File: src/rtl/mem_access_unit.sv
// Byte-serial data-memory initiator: splits 16-bit and byte load/store requests into little-endian byte cycles.
// Optional macro MISALIGN_TRAP_EN: odd-address word accesses complete immediately with err=1 and no memory cycles.
module mem_access_unit #(
    parameter int ADDR_W = 16,
    parameter int DATA_W = 16
) (
    input  logic              clk,
    input  logic              reset_n,
    input  logic              req_valid,
    output logic              req_ready,
    input  logic              req_write,
    input  logic              req_byte,
    input  logic [ADDR_W-1:0] req_addr,
    input  logic [DATA_W-1:0] req_wdata,
    output logic              resp_valid,
    output logic [DATA_W-1:0] resp_rdata,
    output logic              busy,
    output logic              err,
    output logic [ADDR_W-1:0] mem_addr,
    output logic [7:0]        mem_wdata,
    output logic              mem_we,
    input  logic [7:0]        mem_rdata
);

    typedef enum logic [1:0] {
        IDLE,
        LO,
        HI,
        RESP
    } state_t;

    state_t            state;
    logic              op_write;
    logic              op_byte;
    logic              op_trap;
    logic [ADDR_W-1:0] op_addr;
    logic [DATA_W-1:0] op_wdata;
    logic [DATA_W-1:0] rdata;
    logic              misaligned;

`ifdef MISALIGN_TRAP_EN
    assign misaligned = ~req_byte & req_addr[0];
`else
    assign misaligned = 1'b0;
`endif

    assign req_ready = (state == IDLE);
    assign busy      = (state != IDLE);

    // NOTE: every register here is state, so all use <= to sample pre-edge values consistently.
    always_ff @(posedge clk or negedge reset_n) begin
        if (!reset_n) begin
            state      <= IDLE;
            op_write   <= 1'b0;
            op_byte    <= 1'b0;
            op_trap    <= 1'b0;
            op_addr    <= '0;
            op_wdata   <= '0;
            rdata      <= '0;
            mem_addr   <= '0;
            mem_wdata  <= '0;
            mem_we     <= 1'b0;
            resp_valid <= 1'b0;
            resp_rdata <= '0;
            err        <= 1'b0;
        end else begin
            resp_valid <= 1'b0;
            err        <= 1'b0;
            case (state)
                IDLE: begin
                    if (req_valid) begin
                        op_write <= req_write;
                        op_byte  <= req_byte;
                        op_addr  <= req_addr;
                        op_wdata <= req_wdata;
                        rdata    <= '0;
                        if (misaligned) begin
                            // Trapped access skips the memory entirely.
                            op_trap <= 1'b1;
                            state   <= RESP;
                        end else begin
                            op_trap   <= 1'b0;
                            mem_addr  <= req_addr;
                            mem_wdata <= req_wdata[7:0];
                            mem_we    <= req_write;
                            state     <= LO;
                        end
                    end
                end
                LO: begin
                    if (!op_write) begin
                        rdata[7:0] <= mem_rdata;
                    end
                    if (op_byte) begin
                        mem_we <= 1'b0;
                        state  <= RESP;
                    end else begin
                        mem_addr  <= op_addr + ADDR_W'(1);
                        mem_wdata <= op_wdata[15:8];
                        mem_we    <= op_write;
                        state     <= HI;
                    end
                end
                HI: begin
                    if (!op_write) begin
                        rdata[15:8] <= mem_rdata;
                    end
                    mem_we <= 1'b0;
                    state  <= RESP;
                end
                RESP: begin
                    resp_valid <= 1'b1;
                    err        <= op_trap;
                    if (op_write || op_trap) begin
                        resp_rdata <= '0;
                    end else if (op_byte) begin
                        resp_rdata <= {8'h00, rdata[7:0]};
                    end else begin
                        resp_rdata <= rdata;
                    end
                    state <= IDLE;
                end
                default: state <= IDLE;
            endcase
        end
    end

endmodule

File: config.mk
export PLATFORM = sky130hd
export DESIGN_NAME = mem_access_unit
export DESIGN_NICKNAME = d
export VERILOG_FILES = /design/src/rtl/mem_access_unit.sv
export SDC_FILE = /design/constraint.sdc
export NUM_CORES = 1
export LEC_CHECK = 0
export CELL_PAD_IN_SITES_DETAIL_PLACEMENT = 1
export CELL_PAD_IN_SITES_GLOBAL_PLACEMENT = 1
export CORE_ASPECT_RATIO = 1.25
export CORE_MARGIN = 5
export CORE_UTILIZATION = 28
export CTS_CLUSTER_DIAMETER = 40
export DETAILED_ROUTE_END_ITERATION = 10
export PLACE_DENSITY_LB_ADDON = 0.1
export SYNTH_ARGS = -nofsm -noshare
export SYNTH_HDL_FRONTEND = slang
export SYNTH_SLANG_ARGS = --single-unit
File: constraint.sdc
create_clock -name clk -period 3.93 [get_ports clk]
set_input_delay 1.179 -clock clk [delete_from_list [all_inputs] [get_ports clk]]
set_output_delay 1.179 -clock clk [all_outputs]
set_load 0.005 [all_outputs]
; ---- Word-level counts from Yosys, hierarchy flattened
; Index checks and enable logic that the tools add are counted.
[word_totals]
register_bits = 94
in_bits = 45
out_inout_bits = 45
word_cells = 49
[op_classes]
addsub = 1
eq_ne = 7
mux = 19
n_reduce_logical = 10
[ops]
columns = op, count
row1 = $mux 16, 5
row2 = $pmux 8 s2, 3
row3 = $pmux 16 s2, 1
row4 = $mux 8, 3
row5 = $add 16x1->16 const B, 1
row6 = $reduce_and 3->1, 3
row7 = $ne 2x2->1 const B, 4
row8 = $pmux 2 s4, 1
row9 = $reduce_bool 2->1, 3
row10 = $eq 2x2->1 const B, 2
row11 = $mux 1, 4
row12 = $reduce_and 2->1, 2
row13 = $pmux 1 s3, 1
row14 = $reduce_bool 3->1, 1
row15 = $eq 2x1->1 const B, 1
row16 = $logic_not 2->1, 1
row17 = $mux 2, 1

; ---- Depth between registers and ports, before layout
; Gate-level depths: netlist (run 1).
[logic_depth]
ltp_word = 3
depth_mapped = 8
ltp_nobuf = 6

; ---- Worst setup path before layout (run 1)
; OpenSTA, ideal clock, no wires.
[synth_timing]
kind = register to output
startpoint = register state[0]
endpoint = output port busy
arrival_ns = 1.208
t_required_ns = 2.751
path_slack_ns = 1.543
stages_incl_launch_ff = 6
n_path_buf = 2
cell_sequence = dfrtp_1 inv_1 ha_1 buf_2 clkbuf_1 inv_1
[synth_between]
elab_chain_len = 1
[synth_rtl]
columns = item, line
row1 = "start, declared", 32  ; state_t state;
row2 = "start signal, assigned", 53  ; state <= IDLE;
row3 = "start signal, assigned", 80  ; state <= RESP;
row4 = "start signal, assigned", 86  ; state <= LO;
row5 = $reduce_bool 2->1, 48  ; assign busy = (state != IDLE);
row6 = "end, declared", 17  ; output logic busy,
; Every way passes these cells.

; ---- Final worst setup path (run 1)
; Same ends and word-level chain as after synthesis.

==> results.json, run 1 <==
{
  "p_leak_nw": 2.22,
  "finalSetupViolCount": 0,
  "postCtsSetupBuffers": 0,
  "final_cells": 662,
  "swShare_pct": 35.7,
  "drive_gt1_share_pct": 9.24,
  "crit_arrival_ns": 1.88,
  "met2_usage_pct": 22.5,
  "worst_path_most_repeated_cell": "inv_1",
  "synth_fp_nets": 448,
  "drc": 0,
  "startpoint_type": "flip-flop",
  "pwr_density_cell_mw_per_mm2": 815,
  "ys.warnings.count": 0,
  "skew_ns": 0.0102,
  "numCtsBuffers": 9,
  "endpoint_kind": "output port",
  "worstHoldPathType": "reg -> reg",
  "core_sq_mm": 0.0138,
  "antenna_cells": 0,
  "maxSlewViolCount": 0,
  "avgSynthCellArea_sq_um": 9.96,
  "synth-main-ff-cell": "dfrtp_1",
  "grt.busiest_layer": "met2",
  "synth_edf_count": 0,
  "postSynth.asyncResetShare_pct": 100,
  "fmax_mhz": 327,
  "status": "finished, final reports clean",
  "htreeDepth": 3,
  "die_h_um": 143,
  "post-route-min-period_ns": 3.06,
  "wirelength_mm": 10.8,
  "grt_overflow": 0,
  "grt_max_degree": 53,
  "grt_usage_pct": 13.6,
  "synth_cells": 397,
  "slew_headroom_pct": 30.8,
  "hpwl_mm": 7.85,
  "cts_tree": "yes",
  "dp_slack_ns": 0.729,
  "path_max_fanout": 21,
  "dp_cells": 646,
  "internal-power_w": 0.00281,
  "seq_area_frac_synth_pct": 54.4,
  "ff_latch_area_sq_mm": 0.00215,
  "combPwrFrac_pct": 40.4,
  "use_met1_pct": 17.4,
  "synth.top_cell.area_share_pct": 54.4,
  "grt_pass1_wl_mm": 17.8,
  "met3_usage_pct": 3.31,
  "power_switching_w": 0.00156,
  "fin_crit_sh_pct": 77.9,
  "ant_nets": 0,
  "synthTopCellsByArea": "dfrtp_1 (54%), nand2_1 (6.8%), o21ai_0 (6.6%), mux2_2 (5.4%), mux2i_1 (3.0%)",
  "clock_path_buffers": 2,
  "clk_pin_slew_ns": 0.06,
  "yosys.cell_count.top_type": "dfrtp_1",
  "vias": 3156,
  "nets": 533,
  "fp.dieW_um": 116,
  "gp_congestion": 0.763,
  "seqPwrFrac_pct": 36.6,
  "cp_slowest_cell": "clkdlybuf4s50_1",
  "worstPathRequired_ns": 2.75,
  "holdWs_ns": 0.485,
  "cp_cell_sequence": "inv_1 > ha_1 > buf_4 > inv_1 > clkdlybuf4s50_1",
  "rsz0062_at_grt": "false",
  "max_cap_violations": 0,
  "ys_types": 39,
  "insertion_delay_ns": 0.34,
  "synth_area_sq_mm": 0.00395,
  "drt-vias-per-instance": 4.77,
  "area.growth.synth_to_final_pct": 35.6,
  "antenna_found_initial": 0,
  "fillers": 1589,
  "synth-seq-cells": 86,
  "vdd_drop_max_v": 0.000261,
  "yosysTopAreaCell": "dfrtp_1",
  "multi_input_area_sq_mm": 0.00163,
  "io_buffer_count": 88,
  "power.clock.fraction_pct": 23.0,
  "hold_violations": 0,
  "fin_setup_tns_ns": 0,
  "final_core_util_pct": 38.8,
  "critPathKind": "reg -> out",
  "wire_per_inst_um": 16.3,
  "worst_slack_ns": 0.869,
  "boundaryPins": 90,
  "max_stage_delay_ns": 0.50,
  "cts_hold_buf": 0,
  "design.die.area_sq_mm": 0.0166,
  "root_buffer": "clkbuf_16",
  "cts.repair.resized": 0,
  "synth_commonest_cells": "dfrtp_1 (86), nand2_1 (72), o21ai_0 (52)",
  "grt_pass1_vias": 3507,
  "drt_pass1_iterations": 4,
  "worst_pin_slew_ns": 1.04,
  "cts_num_sinks": 86,
  "rows": 48,
  "drt_iter0_drc": 86,
  "start_util_pct": 28.6
}
routing by layer:
layer	vias up	part of all wire, %
li1	1520	-
met1	1560	44
met2	67	49
met3	9	5.7
met4	0	1.3
met5	-	0
power groups by stage:
stage | sequential [W] | clock (W) | combinational [W]
6_report | 0.00160 | 0.00100 | 0.00177
5_1_grt | 0.00166 | 0.00107 | 0.00199
4_1_cts | 0.00161 | 0.00103 | 0.00183
3_3_place_gp | 0.00160 | 0 | 0.00178
2_1_floorplan | 0.00153 | 0 | 0.00105
3_5_place_dp | 0.00162 | 0 | 0.00182
cell usage in the layout (no fill, tap or decap), types with 2 or more instances in the layout:
cell type        instances
nand3b_1                 8
inv_1                   22
nand4_1                  6
ha_1                     5
o21ai_0                 52
mux2_2                  19
clkdlybuf4s50_1         87
nand2_1                 72
xnor2_1                  6
a21oi_1                 14
nand4b_1                 2
nand2b_1                 8
o211ai_1                 6
nor3_1                   2
o21ai_1                  4
nor2_1                   6
nand3_1                 21
bufinv_16                3
and4_1                   2
dfrtp_1                 86
xor2_1                   5
buf_4                    8
nor2b_1                  3
mux2i_1                 12
clkbuf_16                9
through the flow:
step	power, W	area, sq um
global route	0.00472	5360
global placement	0.00337	5010
finish	0.00437	5360
CTS	0.00447	5360
floorplan	0.00258	3950
detailed placement	0.00344	5010
layout make-up:
cell class | instances | area share, %
Sequential cell | 86 | 40.1
Multi-Input combinational cell | 268 | 30.3
Timing Repair Buffer | 95 | 17.4
Clock buffer | 11 | 4.53
Tap cell | 175 | 4.08
Clock inverter | 5 | 1.98
Inverter | 22 | 1.54
worst paths after layout:
kind,slack (ns),depth (start not counted),to,from
min in group asynchronous,0.88,1,resp_rdata[3],reset_n
max in group asynchronous,2.30,2,mem_wdata[5],reset_n
hold / removal,0.49,2,mem_addr[4],mem_addr[4]
hold reg to reg,0.49,2,mem_addr[4],mem_addr[4]
setup / recovery,0.87,5,busy,state[0]
setup reg to reg,1.52,8,mem_wdata[3],state[1]
kinds of logic after synthesis:
kind of cell | after synthesis | share of synthesized area [%]
AO/OA/AOI/OAI | 81 | 11.1
buffers and inverters | 43 | 4.46
AND/OR/NAND/NOR | 137 | 16.8
XOR/XNOR | 11 | 2.44
flip-flops | 86 | 54.4
multiplexers | 32 | 8.74
adder cells (fa/ha/maj) | 6 | 1.90
other | 1 | 0.0949
critical path, delay by kind of cell (launching register included):
kind                       cells  cell delay [ns]
buffers and inverters          4             0.89
adders and majority gates      1             0.24
DFF                            1             0.41
flip-flops by register name (all words and copies together), names as in the netlist:
register	cells
rdata	16
state	2
op_byte	1
op_wdata	8
mem_we	1
resp_valid	1
resp_rdata	16
op_write	1
mem_wdata	8
mem_addr	16
op_addr	16
No activity file was read; power rests on OpenSTA's default activity.
==> run 2, diff against run 1 <==
==> constraint.sdc (replaced) <==
create_clock -name clk -period 3.2 [get_ports clk]
set_input_delay 0.96 -clock clk [delete_from_list [all_inputs] [get_ports clk]]
set_output_delay 0.96 -clock clk [all_outputs]
set_load 0.005 [all_outputs]
==> run 2 against run 1 <==
Against the previous run: cell count rose by 0.15%; clock power is 16% higher; critical endpoint unchanged; setup slack worse by 0.37 ns; first-iteration DRC count up 14%; die area did not move; via count down 1.2%.
==> results.json, run 2 (same netlist as run 1, synthesis figures left out) <==
{
  "die_h_um": 143,
  "max_stage_delay_ns": 0.50,
  "numCtsBuffers": 9,
  "final_cell_mix": "clkdlybuf4s50_1 (87), dfrtp_1 (86), nand2_1 (72)",
  "grt_usage_pct": 13.9,
  "rows": 48,
  "wirelength_mm": 10.9,
  "fin_crit_sh_pct": 84.3,
  "worstHoldPathType": "reg -> reg",
  "drive_gt1_share_pct": 9.43,
  "drt_iter0_drc": 98,
  "drt_pass1_iterations": 4,
  "grt_pass1_vias": 3489,
  "hold_start": "rdata[6]",
  "insertion_delay_ns": 0.33,
  "vias": 3118,
  "worstPathRequired_ns": 2.24,
  "antenna_found_initial": 0,
  "boundaryPins": 90,
  "clk_pin_slew_ns": 0.06,
  "htreeDepth": 3,
  "critPathLaunch": "state[0]",
  "slew_headroom_pct": 36.0,
  "layout_commonest_cell": "clkdlybuf4s50_1",
  "io_buffer_count": 88,
  "cts_tree": "yes",
  "fin_area_sq_mm": 0.00538,
  "maxSlewViolCount": 0,
  "hpwl_mm": 8.06,
  "startpoint_type": "flip-flop",
  "p_leak_nw": 2.23,
  "start_util_pct": 28.6,
  "postCtsSetupBuffers": 0,
  "root_buffer": "clkbuf_16",
  "path_max_fanout": 5,
  "drt-vias-per-instance": 4.70,
  "gp_congestion": 0.769,
  "pwr_density_cell_mw_per_mm2": 989,
  "hold_violations": 0,
  "design.die.area_sq_mm": 0.0166,
  "cp_cell_sequence": "inv_1 > ha_1 > inv_1 > clkdlybuf4s50_1",
  "nets": 534,
  "finalSetupViolCount": 0,
  "max_cap_violations": 0,
  "final_cells": 663,
  "rsz0062_at_grt": "false",
  "r2r-start": "state[0]",
  "cts_hold_buf": 0,
  "status": "finished, final reports clean",
  "drc": 0,
  "cp_slowest_cell": "clkdlybuf4s50_1",
  "clock_path_buffers": 2,
  "critPathKind": "reg -> out",
  "core_sq_mm": 0.0138,
  "cts_num_sinks": 86,
  "skew_ns": 0.00511,
  "grt_pass1_wl_mm": 17.9,
  "fin_setup_tns_ns": 0,
  "fp.dieW_um": 116,
  "crit_arrival_ns": 1.74,
  "post-route-min-period_ns": 2.70,
  "antenna_cells": 0,
  "grt_overflow": 0,
  "ant_nets": 0,
  "grt_max_degree": 40,
  "cts.repair.resized": 0,
  "wire_per_inst_um": 16.5,
  "worst_path_most_repeated_cell": "inv_1",
  "worst_pin_slew_ns": 0.956,
  "fmax_mhz": 371,
  "area.growth.synth_to_final_pct": 36.1,
  "place_area_sq_mm": 0.00504,
  "vdd_drop_max_v": 0.000368,
  "endpoint_kind": "output port",
  "dp_cells": 647
}
## run 2: worst max-delay path, delay by kind of cell (launching register included)
family	cells	cell delay, ns
buffers and inverters	3	0.68
flip-flops	1	0.42
adder cells (fa/ha/maj)	1	0.30
## run 2: layout make-up
type / instances / area (sq um)
Timing Repair Buffer: 96 / 963
Multi-Input combinational cell: 268 / 1630
Clock buffer: 13 / 270
Inverter: 22 / 82.6
Tap cell: 175 / 219
Sequential cell: 86 / 2150
Fill cell: 1576 / 8430
Clock inverter: 3 / 65.1
## run 2: metrics by stage
stage,power (W),util (%),hold slack [ns],setup WS [ns]
floorplan,0.00317,-,0.447,1.03
detailed placement,0.00426,36.5,0.470,0.534
global placement,0.00419,36.5,0.466,0.584
finish,0.00532,38.9,0.479,0.501
global route,0.00579,38.9,0.511,0.412
CTS,0.00545,38.9,0.484,0.423
## run 2: path summary, 6_finish.rpt
kind	to	slack, ns	cells after the start
worst max register to register	rdata[15]	0.88	6
max in group asynchronous	op_addr[9]	1.94	2
worst min-delay path	rdata[6]	0.48	2
worst min register to register	rdata[6]	0.48	2
worst max-delay path	busy	0.50	4
min in group asynchronous	resp_rdata[3]	0.60	1
## run 2: report_power, final
group | internal (W) | switching, W | total, W
Clock | 0.000747 | 0.000414 | 0.00116
Sequential | 0.00158 | 0.000393 | 0.00197
Combinational | 0.00111 | 0.00108 | 0.00219
Total | 0.00343 | 0.00189 | 0.00532
## run 2: per-layer routing
layer | global-route usage (%) | vias up | part of all wire (%)
met4 | 4.58 | 0 | 1.1
met1 | 16.4 | 1524 | 42
li1 | - | 1519 | -
met3 | 4.20 | 7 | 6.3
met5 | 0 | - | 0
met2 | 24.0 | 68 | 51
